===== src/rtl/keypad_pkg.sv =====
// Shared keypad definitions: key code width, special key codes and the
// active-low one-hot decoder used for both row drive and column sense.
package keypad_pkg;

  localparam int KEY_W = 4;

  typedef logic [KEY_W-1:0] keyCode_t;

  localparam keyCode_t KEY_STAR = 4'hC;
  localparam keyCode_t KEY_HASH = 4'hE;

  // Bit 3 carries line 0, so the index counts down from the MSB.
  function automatic void onehot0_idx(input logic [3:0] v,
                                      output logic valid,
                                      output logic [1:0] idx);
    valid = 1'b0;
    idx   = 2'd0;
    case (v)
      4'b0111: begin valid = 1'b1; idx = 2'd0; end
      4'b1011: begin valid = 1'b1; idx = 2'd1; end
      4'b1101: begin valid = 1'b1; idx = 2'd2; end
      4'b1110: begin valid = 1'b1; idx = 2'd3; end
      default: begin valid = 1'b0; idx = 2'd0; end
    endcase
  endfunction

endpackage


===== src/rtl/key_fifo.sv =====
// Small first-word-fall-through FIFO for decoded key codes; the head reads
// as zero while empty so the output is defined straight out of reset.
module key_fifo
  import keypad_pkg::*;
#(
  parameter int DEPTH = 4,
  parameter int AW    = 2
) (
  input  logic             CLK,
  input  logic             RST,
  input  logic             wr,
  input  logic [KEY_W-1:0] din,
  input  logic             rd,
  output logic [KEY_W-1:0] dout,
  output logic             empty,
  output logic             full,
  output logic [AW:0]      cnt
);

  logic [KEY_W-1:0] mem [DEPTH];
  logic [AW-1:0]    wrPtr;
  logic [AW-1:0]    rdPtr;
  logic             doRd;
  logic             doWr;

  assign empty = (cnt == '0);
  assign full  = (cnt == (AW+1)'(DEPTH));
  // A pop frees a slot in the same cycle, so a full FIFO still accepts a write alongside a read.
  assign doRd  = rd & ~empty;
  assign doWr  = wr & (~full | doRd);

  always_ff @(posedge CLK) begin
    if (RST) begin
      wrPtr <= '0;
      rdPtr <= '0;
      cnt   <= '0;
    end else begin
      if (doWr) wrPtr <= wrPtr + 1'b1;
      if (doRd) rdPtr <= rdPtr + 1'b1;
      case ({doWr, doRd})
        2'b10:   cnt <= cnt + 1'b1;
        2'b01:   cnt <= cnt - 1'b1;
        default: cnt <= cnt;
      endcase
    end
  end

  always_ff @(posedge CLK) begin
    if (doWr) mem[wrPtr] <= din;
  end

  assign dout = empty ? '0 : mem[rdPtr];

endmodule


===== src/rtl/keypad_decoder.sv =====
// Keypad scan consumer: detects each new press, captures the row/column
// pattern, validates it and queues the resulting key index.
module keypad_decoder
  import keypad_pkg::*;
#(
  parameter int DEPTH = 4,
  parameter int AW    = 2
) (
  input  logic             CLK,
  input  logic             RST,
  input  logic [3:0]       R,
  input  logic [3:0]       C,
  input  logic             startSet,
  input  logic             key_rd,
  input  logic             clr_err,
  output logic [KEY_W-1:0] key_code,
  output logic             key_empty,
  output logic             key_full,
  output logic [AW:0]      key_cnt,
  output logic             bad_key,
  output logic             overflow
);

  logic       startQ;
  logic       press;
  logic [3:0] rowDrv_p1;
  logic [3:0] colSense_p1;
  logic       vld_p1;

  logic       rowOk;
  logic       colOk;
  logic [1:0] rowIdx;
  logic [1:0] colIdx;
  keyCode_t   code_p1;
  logic       keyOk;
  logic       pushKey;
  logic       dropKey;

  assign press = startSet & ~startQ;

  // Stage 1: capture the scan pattern on the rising edge of the press flag
  always_ff @(posedge CLK) begin
    if (RST) begin
      startQ <= 1'b0;
      vld_p1 <= 1'b0;
    end else begin
      startQ <= startSet;
      vld_p1 <= press;
    end
  end

  always_ff @(posedge CLK) begin
    if (press) begin
      rowDrv_p1   <= R;
      colSense_p1 <= C;
    end
  end

  // Stage 2: validate and decode, then push or drop
  always_comb begin
    rowOk   = 1'b0;
    colOk   = 1'b0;
    rowIdx  = 2'd0;
    colIdx  = 2'd0;
    onehot0_idx(rowDrv_p1, rowOk, rowIdx);
    onehot0_idx(colSense_p1, colOk, colIdx);
    code_p1 = {rowIdx, colIdx};
    keyOk   = vld_p1 & rowOk & colOk;
    pushKey = keyOk & (~key_full | key_rd);
    dropKey = keyOk & ~pushKey;
  end

  always_ff @(posedge CLK) begin
    if (RST) begin
      bad_key  <= 1'b0;
      overflow <= 1'b0;
    end else begin
      bad_key <= vld_p1 & ~(rowOk & colOk);
      if (dropKey)      overflow <= 1'b1;
      else if (clr_err) overflow <= 1'b0;
    end
  end

  key_fifo #(
    .DEPTH(DEPTH),
    .AW   (AW)
  ) u_fifo (
    .CLK  (CLK),
    .RST  (RST),
    .wr   (pushKey),
    .din  (code_p1),
    .rd   (key_rd),
    .dout (key_code),
    .empty(key_empty),
    .full (key_full),
    .cnt  (key_cnt)
  );

endmodule


===== config.mk =====
export PLATFORM = sky130hd
export DESIGN_NAME = keypad_decoder
export DESIGN_NICKNAME = d
export VERILOG_FILES = /design/src/rtl/keypad_pkg.sv /design/src/rtl/key_fifo.sv /design/src/rtl/keypad_decoder.sv
export SDC_FILE = /design/constraint.sdc
export NUM_CORES = 1
export LEC_CHECK = 0
export BUFFER_PORTS_ARGS = -buffer_cell sky130_fd_sc_hd__buf_2
export CORE_MARGIN = 1.5
export CORE_UTILIZATION = 60
export DETAILED_ROUTE_END_ITERATION = 12
export GPL_ROUTABILITY_DRIVEN = 0
export PLACE_DENSITY = 0.87
export RECOVER_POWER = 25
export SYNTH_ARGS = -nofsm -noshare
export SYNTH_HDL_FRONTEND = slang
export SYNTH_HIERARCHICAL = 1
export SYNTH_SLANG_ARGS = --single-unit

===== constraint.sdc =====
create_clock -name CLK -period 5.15 [get_ports CLK]
set_input_delay 1.03 -clock CLK [delete_from_list [all_inputs] [get_ports CLK]]
set_output_delay 1.03 -clock CLK [all_outputs]
set_load 0.02 [all_outputs]

==> reports/metrics.yaml <==
critical_path.slowest_cell: "fa_1"
cts_root_buffer: "clkbuf_4"
post_cts_buffers: 0
clock_tree.buffer_depth: 2
grt_antenna_before_repair: 0
tightestPinTransition_ns: 0.671
endpoint_kind: "flop"
count_of_flip_flops_with_a_built_in_enable_after_synthesis: 24
num_rows: 18
worst_skew_pair.late_latency_ns: 0.34
synthCells: 129
yosys-top-cells-area: "edfxtp_1, dfxtp_1, mux4_2"
critPathLaunchType: "input port"
period_share_pct: 54.7
synthesis.nets: 147
synth_seq_cells: 37
drc_errors: 0
clock_sink_count: 37
worst_hold_stages: 2
synth-main-ff-cell: "edfxtp_1"
placement.io_buffers: 23
post_cts_resized: 0
ys_async_sr_fraction_pct: 0
critPathMaxStageDelay_ns: 0.44
tritoncts.num_buffers: 5
cp_top_family: "buffers and inverters"
avgViaCountPerCell: 5.85
r2r_setup_slack_ns: 2.43
die_outline_area_um2: 3100
number_of_filler_cells_placed_in_the_layout: 192
start_util_pct: 65.3
rr_startpoint: "u_fifo/cnt[0]$_SDFFE_PP0P_"
power_per_cell_area_nw_per_um2: 266
yosysTopAreaCellShare_pct: 43.3
finalSetupTns_ns: 0
drive_gt1_share_pct: 23.9
layout-area-overhead-vs-synth_pct: 10.5
final_nets: 172
library_cell_with_the_highest_instance_count_after_synthesis: "edfxtp_1"
number_of_i_o_pins: 24
critPathBufInv: 4
totalWireLength_um: 2790
holdBufCountCts: 0
clk_pin_slew_worst_paths_ns: 0.10
fin_skew_ns: 0.0117
max_cap_viols: 0
grt_start_max_net_pins: 15
die_h_um: 55.6
max-slew-margin-rel_pct: 55.2
type_of_the_tightest_min_delay_check: "reg -> reg"
dr.first_iter.drc_count: 49
critical_path.reg2reg.endpoint: "u_fifo/cnt[1]$_SDFFE_PP0P_"
vias: 1083
antenna_diode_count: 0
htreeDepth: 2
register_area_um2: 981
timing.setup.critical_path_class: "in -> reg"
tritoncts: "done"
final_core_util_pct: 72.2
yosys-top-cells-count: "edfxtp_1, dfxtp_1, nor2_1"
dpl.hpwl_um: 2080
timing.final.max_slew_violations: 0
setup_viol: 0
path_cells: "buf_2 -> nand2b_1 -> nand2_1 -> nor3_1 -> buf_4 -> inv_1 -> nand2b_1 -> fa_1 -> inv_1 -> o2111ai_1 -> a221oi_1"
drt-wirelength-per-cell_um: 15.1
drt_pre_antenna_iters: 4
route.antenna.remaining_nets: 0
critPathArrivalTime_ns: 3.05
floorplan.die.width_um: 55.6
critical_path_peak_fanout: 14
status: "completed"
placeableCoreArea_um2: 2540
synth_top_area_cell: "edfxtp_1"
finalHoldViolations: 0
hold_end: "overflow$_SDFFE_PP0P_"
rsz0062_at_grt: "false"
global_route_wire_length_before_repair_um: 4630
worst-r2r-cell-count: 12
finalWorstSetupSlack_ns: 2.33
holdCritStartpoint: "overflow$_SDFFE_PP0P_"
worst_case_vdd_ir_drop_mv: 0.217
global_route.usage.total_pct: 20.4
ys_types: 38
minimum_setup_slack_after_placement_ns: 2.07
overflow: 0
vias_in_the_first_global_route: 1018
yosysWarningCount: 6
leakagePower_nw: 0.699
final.min_clock_period_ns: 2.82
multi_input_area_um2: 626
seq_area_frac_synth_pct: 59.0
avgSynthCellArea_um2: 12.9
cp.required_ns: 5.38
highest_clock_rate_mhz: 355
syn-cell-area_um2: 1660
## per-stage QoR
stage                     power (mW)  hold WS [ns]  area [um2]  std cells
after CTS                      0.495         0.468        1840        185
after detailed placement       0.358         0.436        1790        177
after global routing           0.509         0.504        1840        185
after floorplan                0.348         0.475        1660        129
final                          0.489         0.464        1840        185
after global placement         0.356         0.438        1790        177
## power by group
part           switching [mW]  internal (mW)  total, mW
sequential            0.00409          0.321      0.325
clock                  0.0858         0.0524      0.138
combinational          0.0145         0.0114     0.0259
## state kept, by name, indices dropped and copies added, names as in the netlist, named ones only
signal and count:
rowDrv_p1 4, u_fifo/cnt 3, vld_p1 1, colSense_p1 4, overflow 1, u_fifo/rdPtr 2
u_fifo/wrPtr 2, bad_key 1, startQ 1, u_fifo/mem 16
## tightest hold or removal path, delay by kind of cell (launching register included)
family          cells  cell delay (ns)
simple gates        1             0.06
compound gates      1             0.04
flops               1             0.34
## cell type report
type	instances	area share, %
Tap cell	30	2.04
Clock inverter	1	0.204
Timing Repair Buffer	24	6.61
Inverter	6	1.23
Sequential cell	37	53.4
Clock buffer	7	2.45
Multi-Input combinational cell	80	34.1
## cell families after synthesis
group,after synthesis,share of synthesized area (%)
multiplexers,4,5.42
XOR/XNOR,10,5.27
AND/OR/NAND/NOR,44,14.5
adder cells (fa/ha/maj),5,4.21
flip-flops,37,59.0
buffers and inverters,12,3.39
AO/OA/AOI/OAI,17,8.20
## per-layer routing
| metal | routed length [um] | vias up | part of all wire [%] | GRT usage (%) |
|---|---|---|---|---|
| met3 | 149 | 9 | 5.3 | 6.74 |
| met2 | 1400 | 39 | 50 | 33.0 |
| met5 | 0 | - | 0 | 0 |
| met4 | 92 | 0 | 3.3 | 11.5 |
| li1 | - | 523 | - | - |
| met1 | 1150 | 512 | 41 | 23.8 |
## placed cells by master, fill, tap and decap left out, drive strengths merged, types with 4 or more instances in the layout
cell type / Yosys / layout
ha: 4 / 4
nand2b: 4 / 4
xor2: 6 / 6
nor2b: 7 / 7
nand3: 4 / 4
inv: 6 / 6
edfxtp: 24 / 24
buf: 5 / 23
and3: 6 / 6
xnor2: 4 / 4
dfxtp: 13 / 13
mux4: 4 / 4
clkbuf: 1 / 8
nand2: 6 / 6
nor2: 9 / 9
## how the worst max path moves through the flow
stage / slack, ns / cells past startpoint / from / end
floorplan: 2.24 / 10 / key_rd / u_fifo/cnt[1]$_SDFFE_PP0P_
global placement: 2.29 / 11 / key_rd / u_fifo/cnt[1]$_SDFFE_PP0P_
detailed placement: 2.07 / 11 / key_rd / u_fifo/cnt[1]$_SDFFE_PP0P_
CTS: 2.41 / 3 / flop / key_code[3]
global route: 2.26 / 11 / key_rd / u_fifo/cnt[1]$_SDFFE_PP0P_
finish: 2.33 / 11 / key_rd / u_fifo/cnt[1]$_SDFFE_PP0P_
Note: power is estimated with default switching activity, not from simulation.
